$ cat src/rtl/amos_perf_cnt_apb_reader.sv
// amos_perf_cnt_apb_reader
// Drives a perf-counter controller over APB. RESET/START/STOP commands become a
// single APB write of the command mask. DUMP reads counters 0..NUM_CNT-1 one by
// one and hands each value out on a valid/ready sample stream before the next read.
// PSLVERR is collected into a sticky err_o that clears on the next accepted command.
module amos_perf_cnt_apb_reader #(
    parameter int unsigned                APB_ADDR_WIDTH = 12,
    parameter logic [APB_ADDR_WIDTH-1:0] BASE_ADDR      = '0,
    parameter int unsigned                NUM_CNT        = 9
) (
    input  logic                      HCLK,
    input  logic                      HRESETn,
    // command interface
    input  logic                      cmd_valid_i,
    output logic                      cmd_ready_o,
    input  logic [1:0]                cmd_op_i,
    input  logic [31:0]               cmd_mask_i,
    // APB initiator
    output logic [APB_ADDR_WIDTH-1:0] PADDR,
    output logic [31:0]               PWDATA,
    output logic                      PWRITE,
    output logic                      PSEL,
    output logic                      PENABLE,
    input  logic [31:0]               PRDATA,
    input  logic                      PREADY,
    input  logic                      PSLVERR,
    // sample stream
    output logic                      sample_valid_o,
    input  logic                      sample_ready_i,
    output logic [31:0]               sample_data_o,
    output logic [3:0]                sample_idx_o,
    output logic                      sample_last_o,
    // status
    output logic                      busy_o,
    output logic                      err_o
);

    typedef enum logic [1:0] {IDLE, SETUP, ACCESS, PUSH} state_t;

    localparam logic [1:0] OP_DUMP  = 2'b11;
    localparam logic [3:0] LAST_IDX = 4'(NUM_CNT - 1);

    state_t                    state_reg, state_next;
    logic [1:0]                op_reg;
    logic [31:0]               mask_reg;
    logic [3:0]                k_reg;
    logic [31:0]               sample_data_reg;
    logic [3:0]                sample_idx_reg;
    logic                      sample_last_reg;
    logic                      err_reg;

    logic [APB_ADDR_WIDTH-1:0] cnt_addr [16];
    logic [APB_ADDR_WIDTH-1:0] wr_addr;
    logic [APB_ADDR_WIDTH-1:0] xfer_addr;
    logic                      cmd_accept;
    logic                      xfer_done;
    logic                      push_done;

    // Counter k lives at BASE+0x0C+4k; the table is sized for the 4-bit index so
    // any k_reg value selects a defined entry.
    genvar gi;
    generate
        for (gi = 0; gi < 16; gi++) begin : g_cnt_addr
            assign cnt_addr[gi] = BASE_ADDR + APB_ADDR_WIDTH'(12 + 4 * gi);
        end
    endgenerate

    // RESET/START/STOP registers sit at BASE+0x00/0x04/0x08, i.e. 4*op.
    assign wr_addr    = BASE_ADDR + APB_ADDR_WIDTH'({op_reg, 2'b00});
    assign xfer_addr  = (op_reg == OP_DUMP) ? cnt_addr[k_reg] : wr_addr;

    assign cmd_accept = cmd_valid_i && (state_reg == IDLE);
    assign xfer_done  = (state_reg == ACCESS) && PREADY;
    assign push_done  = (state_reg == PUSH) && sample_ready_i;

    assign busy_o         = (state_reg != IDLE);
    assign sample_valid_o = (state_reg == PUSH);
    assign sample_data_o  = sample_data_reg;
    assign sample_idx_o   = sample_idx_reg;
    assign sample_last_o  = sample_last_reg;
    assign err_o          = err_reg;

    // State register; reset drops any in-flight transfer or dump.
    always_ff @(posedge HCLK or negedge HRESETn) begin
        if (!HRESETn) begin
            state_reg <= IDLE;
        end else begin
            state_reg <= state_next;
        end
    end

    // Next-state and APB/handshake outputs; the bus is parked at zero outside SETUP/ACCESS.
    always_comb begin
        state_next  = state_reg;
        cmd_ready_o = 1'b0;
        PSEL        = 1'b0;
        PENABLE     = 1'b0;
        PWRITE      = 1'b0;
        PADDR       = '0;
        PWDATA      = '0;
        case (state_reg)
            IDLE: begin
                cmd_ready_o = 1'b1;
                if (cmd_valid_i) begin
                    state_next = SETUP;
                end
            end
            SETUP: begin
                PSEL       = 1'b1;
                PWRITE     = (op_reg != OP_DUMP);
                PADDR      = xfer_addr;
                PWDATA     = (op_reg != OP_DUMP) ? mask_reg : 32'h0;
                state_next = ACCESS;
            end
            ACCESS: begin
                PSEL    = 1'b1;
                PENABLE = 1'b1;
                PWRITE  = (op_reg != OP_DUMP);
                PADDR   = xfer_addr;
                PWDATA  = (op_reg != OP_DUMP) ? mask_reg : 32'h0;
                if (PREADY) begin
                    state_next = (op_reg == OP_DUMP) ? PUSH : IDLE;
                end
            end
            PUSH: begin
                if (sample_ready_i) begin
                    state_next = sample_last_reg ? IDLE : SETUP;
                end
            end
            default: state_next = IDLE;
        endcase
    end

    // Command latch, counter index, captured sample and sticky slave-error flag.
    always_ff @(posedge HCLK or negedge HRESETn) begin
        if (!HRESETn) begin
            op_reg          <= 2'b00;
            mask_reg        <= 32'h0;
            k_reg           <= 4'h0;
            sample_data_reg <= 32'h0;
            sample_idx_reg  <= 4'h0;
            sample_last_reg <= 1'b0;
            err_reg         <= 1'b0;
        end else begin
            if (cmd_accept) begin
                op_reg   <= cmd_op_i;
                mask_reg <= cmd_mask_i;
                k_reg    <= 4'h0;
                err_reg  <= 1'b0;
            end
            if (xfer_done) begin
                if (PSLVERR) begin
                    err_reg <= 1'b1;
                end
                if (op_reg == OP_DUMP) begin
                    sample_data_reg <= PRDATA;
                    sample_idx_reg  <= k_reg;
                    sample_last_reg <= (k_reg == LAST_IDX);
                end
            end
            if (push_done && !sample_last_reg) begin
                k_reg <= k_reg + 4'h1;
            end
        end
    end

endmodule

$ cat config.mk
export PLATFORM = sky130hd
export DESIGN_NAME = amos_perf_cnt_apb_reader
export DESIGN_NICKNAME = d
export VERILOG_FILES = /design/src/rtl/amos_perf_cnt_apb_reader.sv
export SDC_FILE = /design/constraint.sdc
export NUM_CORES = 1
export LEC_CHECK = 0
export ABC_AREA = 0
export CAP_MARGIN = 40
export CORE_UTILIZATION = 42
export CTS_CLUSTER_DIAMETER = 100
export DETAILED_ROUTE_END_ITERATION = 10
export PLACE_DENSITY_LB_ADDON = 0.1
export SYNTH_ARGS = -nofsm -noshare
export SYNTH_HDL_FRONTEND = slang
export SYNTH_SLANG_ARGS = --single-unit
$ cat constraint.sdc
create_clock -name HCLK -period 2 [get_ports HCLK]
set_input_delay 0.4 -clock HCLK [delete_from_list [all_inputs] [get_ports HCLK]]
set_output_delay 0.4 -clock HCLK [all_outputs]
set_load 0.02 [all_outputs]
==> flow_summary.html <==
<table>
<tr><th>Metric</th><th>Value</th></tr>
<tr><th colspan="2">Status</th></tr>
<tr><td>Result of the run</td><td>complete, but fails checks</td></tr>
<tr><td>Failing checks</td><td>negative setup slack</td></tr>
<tr><th colspan="2">Global route</th></tr>
<tr><td>Number of global-route vias before repair</td><td>2654</td></tr>
<tr><td>Largest net degree at the start of global routing</td><td>38</td></tr>
<tr><td>Total grt overflow</td><td>0</td></tr>
<tr><td>First-pass GRT wire length</td><td>12800 microns</td></tr>
<tr><td>Global-route usage over all layers</td><td>0.191</td></tr>
<tr><td>Antenna violations before repair</td><td>0</td></tr>
<tr><th colspan="2">Finish</th></tr>
<tr><td>Fraction of layout instances using a drive strength above 1</td><td>0.428</td></tr>
<tr><td>Layout net count</td><td>516</td></tr>
<tr><td>Number of diodes</td><td>0</td></tr>
<tr><td>Top library cells by usage in the layout, fill and taps aside</td><td>clkdlybuf4s50_1 (108), dfrtp_1 (78), mux2_2 (35)</td></tr>
<tr><td>Leading cell type in the layout, fill and taps excluded</td><td>clkdlybuf4s50_1</td></tr>
<tr><td>Final standard cell area without fillers</td><td>5720 sq um</td></tr>
<tr><td>Area added between synthesis and finish</td><td>60.4%</td></tr>
<tr><td>Post-layout util</td><td>0.696</td></tr>
<tr><th colspan="2">Floorplanning</th></tr>
<tr><td>Vertical extent of the die</td><td>94.1 microns</td></tr>
<tr><td>Core area</td><td>8220 sq um</td></tr>
<tr><td>Standard-cell row count</td><td>33</td></tr>
<tr><td>I/O pin count</td><td>160</td></tr>
<tr><td>Die width</td><td>94.1 microns</td></tr>
<tr><td>Effective utilization at floorplan</td><td>0.434</td></tr>
<tr><td>DIE AREA</td><td>8860 sq um</td></tr>
<tr><th colspan="2">Critical path</th></tr>
<tr><td>Required time worst endpoint</td><td>1.60 ns</td></tr>
<tr><td>Cell at the slowest stage of the critical path</td><td>dfrtp_1</td></tr>
<tr><td>Data arrival time of the critical path</td><td>1.71 ns</td></tr>
<tr><td>Critical path's largest stage delay</td><td>0.37 ns</td></tr>
<tr><td>List of cells traversed by the critical path</td><td>inv_2 -&gt; ha_4 -&gt; a21boi_4 -&gt; buf_12 -&gt; and2_1 -&gt; buf_6</td></tr>
<tr><td>Worst Path Max Fanout</td><td>17</td></tr>
<tr><td>Number of buffer and inverter stages on the critical path</td><td>3</td></tr>
<tr><td>Endpoint class of the critical path</td><td>primary output</td></tr>
<tr><td>Classification of the worst setup path</td><td>reg2out</td></tr>
<tr><td>Startpoint type of the worst setup path</td><td>register</td></tr>
<tr><td>Top delay family on crit path</td><td>flip-flops</td></tr>
<tr><th colspan="2">Power</th></tr>
<tr><td>Static leakage</td><td>2.68 nW</td></tr>
<tr><td>Worst IR Drop VDD</td><td>1.15 mV</td></tr>
<tr><td>Power Total</td><td>10.5 mW</td></tr>
<tr><td>Power density of the placed cells</td><td>1840 nW/um^2</td></tr>
<tr><th colspan="2">STA</th></tr>
<tr><td>Unrepaired setup endpoints after global routing</td><td>true</td></tr>
<tr><td>Worst Skew</td><td>0.00851 ns</td></tr>
<tr><td>Post-route fraction of the period consumed by the critical path</td><td>1.05</td></tr>
<tr><td>Min Clock Period, post-route</td><td>2.11 ns</td></tr>
<tr><td>Final setup fails</td><td>33</td></tr>
<tr><td>Final critical-path setup slack</td><td>-0.109 ns</td></tr>
<tr><td>Final hold violation count</td><td>0</td></tr>
<tr><td>Final sum of negative setup slack</td><td>-3.13 ns</td></tr>
<tr><td>Hold slack</td><td>0.00543 ns</td></tr>
<tr><td>Slew Viols, Final</td><td>0</td></tr>
<tr><td>Maximum frequency from static timing analysis</td><td>0.474 GHz</td></tr>
<tr><th colspan="2">Route</th></tr>
<tr><td>WL per Instance</td><td>14.9 microns</td></tr>
<tr><td>Vias per std cell</td><td>4.68</td></tr>
<tr><td>Number of nets with antenna violations after routing</td><td>0</td></tr>
<tr><td>Starting DRT DRC Count</td><td>51</td></tr>
<tr><td>DRC errors left</td><td>0</td></tr>
<tr><td>Total Wirelength</td><td>8130 microns</td></tr>
<tr><td>Iteration count of the initial detailed-routing pass</td><td>4</td></tr>
<tr><td>Vias post-DR</td><td>2559</td></tr>
<tr><th colspan="2">Clock tree</th></tr>
<tr><td>Reg clk slew, reported paths</td><td>0.08 ns</td></tr>
<tr><td>Clock tree from TritonCTS</td><td>yes</td></tr>
<tr><td>Clock sink total</td><td>78</td></tr>
<tr><td>CTS Root Buffer Type</td><td>clkbuf_8</td></tr>
<tr><td>Deepest level of the CTS H-tree</td><td>3</td></tr>
<tr><td>Clock latency on the worst-skew pair</td><td>0.35 ns</td></tr>
<tr><td>TritonCTS buffer count</td><td>9</td></tr>
<tr><td>Buffer levels on the longest clock path</td><td>2</td></tr>
<tr><th colspan="2">Flow run</th></tr>
<tr><td>Number of violations of the max-capacitance limit</td><td>0</td></tr>
<tr><th colspan="2">Yosys</th></tr>
<tr><td>Syn. warnings</td><td>0</td></tr>
<tr><td>Syn avg cell area</td><td>13.7 sq um</td></tr>
<tr><td>Number of standard cells after synthesis</td><td>260</td></tr>
<tr><td>Cell Area, Synth</td><td>3560 sq um</td></tr>
<tr><td>Number of synthesized register bits</td><td>78</td></tr>
<tr><td>Count of distinct cell types in the synthesized netlist</td><td>28</td></tr>
<tr><td>Sequential area share after synthesis</td><td>0.548</td></tr>
<tr><th colspan="2">Placed design</th></tr>
<tr><td>Count of input and output buffers</td><td>152</td></tr>
<tr><td>Placed standard-cell area</td><td>5330 sq um</td></tr>
<tr><td>DP HPWL</td><td>5670 microns</td></tr>
<tr><td>Gpl congestion</td><td>0.790</td></tr>
<tr><th colspan="2">Hold path</th></tr>
<tr><td>Min-Delay Path Class</td><td>in2async</td></tr>
</table>
kinds of logic (layout without fill, tap and decap cells):
logic type | after synthesis | count (layout) | synth area share
AO/OA/AOI/OAI | 19 | 19 | 0.0333
adder cells (fa/ha/maj) | 7 | 7 | 0.0246
buffers and inverters | 27 | 203 | 0.0446
flip-flops | 78 | 78 | 0.548
multiplexers | 69 | 69 | 0.254
other | 1 | 7 | 0.00105
AND/OR/NAND/NOR | 59 | 59 | 0.0951
cell type report:
type / instances / area [sq um]
multi-input cells: 161 / 1610
flip-flops and latches: 78 / 1950
clock buffers: 11 / 141
clock inverters: 5 / 58.8
inverters: 8 / 30.0
well taps: 105 / 131
fillers: 623 / 2500
repair buffers: 179 / 1790
timing repair:
item | 4_1_cts | 5_1_grt
endpoints found under the setup margin | 43 | 41
resized for setup | 243 | 33
hold buffers | 0 | 0
pin swaps | 2 | 2
buffers inserted | 3 | 2
cloned | 1 | 0
synthesized netlist by cell type (all sizes together):
master,number,share of area
dfrtp,78,0.55
clkbuf,4,0.0042
nand3b,1,0.0021
nand2b,5,0.0088
ha,7,0.025
and3,1,0.0018
o31ai,1,0.0021
o21ai,4,0.0056
buf,15,0.032
a31oi,3,0.0053
conb,1,0.0011
a21boi,1,0.0021
nor2,3,0.0032
a21oi,6,0.0084
nand3,5,0.0070
a21o,1,0.0021
nand2,8,0.0084
mux2,69,0.25
inv,8,0.0084
and2,32,0.056
a31o,1,0.0025
nand4,1,0.0035
nor3,3,0.0042
a41oi,1,0.0025
a32o,1,0.0028
per-stage QoR:
step                std cells  worst slack [ns]
finish                    547            -0.109
detailed placement        527            -0.272
floorplan                 266           0.00306
global placement          527            -0.249
global route              547            -0.195
CTS                       547            -0.182
final timing paths:
check / startpoint / slack [ns] / endpoint / depth (start not counted)
max in group asynchronous: HRESETn / 1.36 / mask_reg[26]$_DFFE_PN0P_ / 2
min in group HCLK: sample_idx_o[1]$_DFFE_PN0P_ / 0.49 / sample_idx_o[1]$_DFFE_PN0P_ / 2
worst max-delay path: state_reg[0]$_DFFE_PN0P_ / -0.11 / PWDATA[11] / 6
worst min-delay path: HRESETn / 0.005 / mask_reg[4]$_DFFE_PN0P_ / 1
worst min register to register: sample_idx_o[1]$_DFFE_PN0P_ / 0.49 / sample_idx_o[1]$_DFFE_PN0P_ / 2
worst max register to register: state_reg[1]$_DFFE_PN0P_ / 0.11 / sample_data_o[9]$_DFFE_PN0P_ / 8
report_power, final:
part	internal (mW)	switching [mW]	leakage, nW	total, mW
Combinational	3.68	2.87	1.62	6.54
Sequential	2.34	0.422	0.965	2.76
Clock	0.611	0.577	0.0955	1.19
Total	6.63	3.87	2.68	10.5
metal layers:
layer	global-route usage	part of all wire
met3	0.0542	0.061
met2	0.321	0.51
met1	0.229	0.42
met4	0.0808	0.014
met5	0	0
Power figures use the tool's default switching activity.
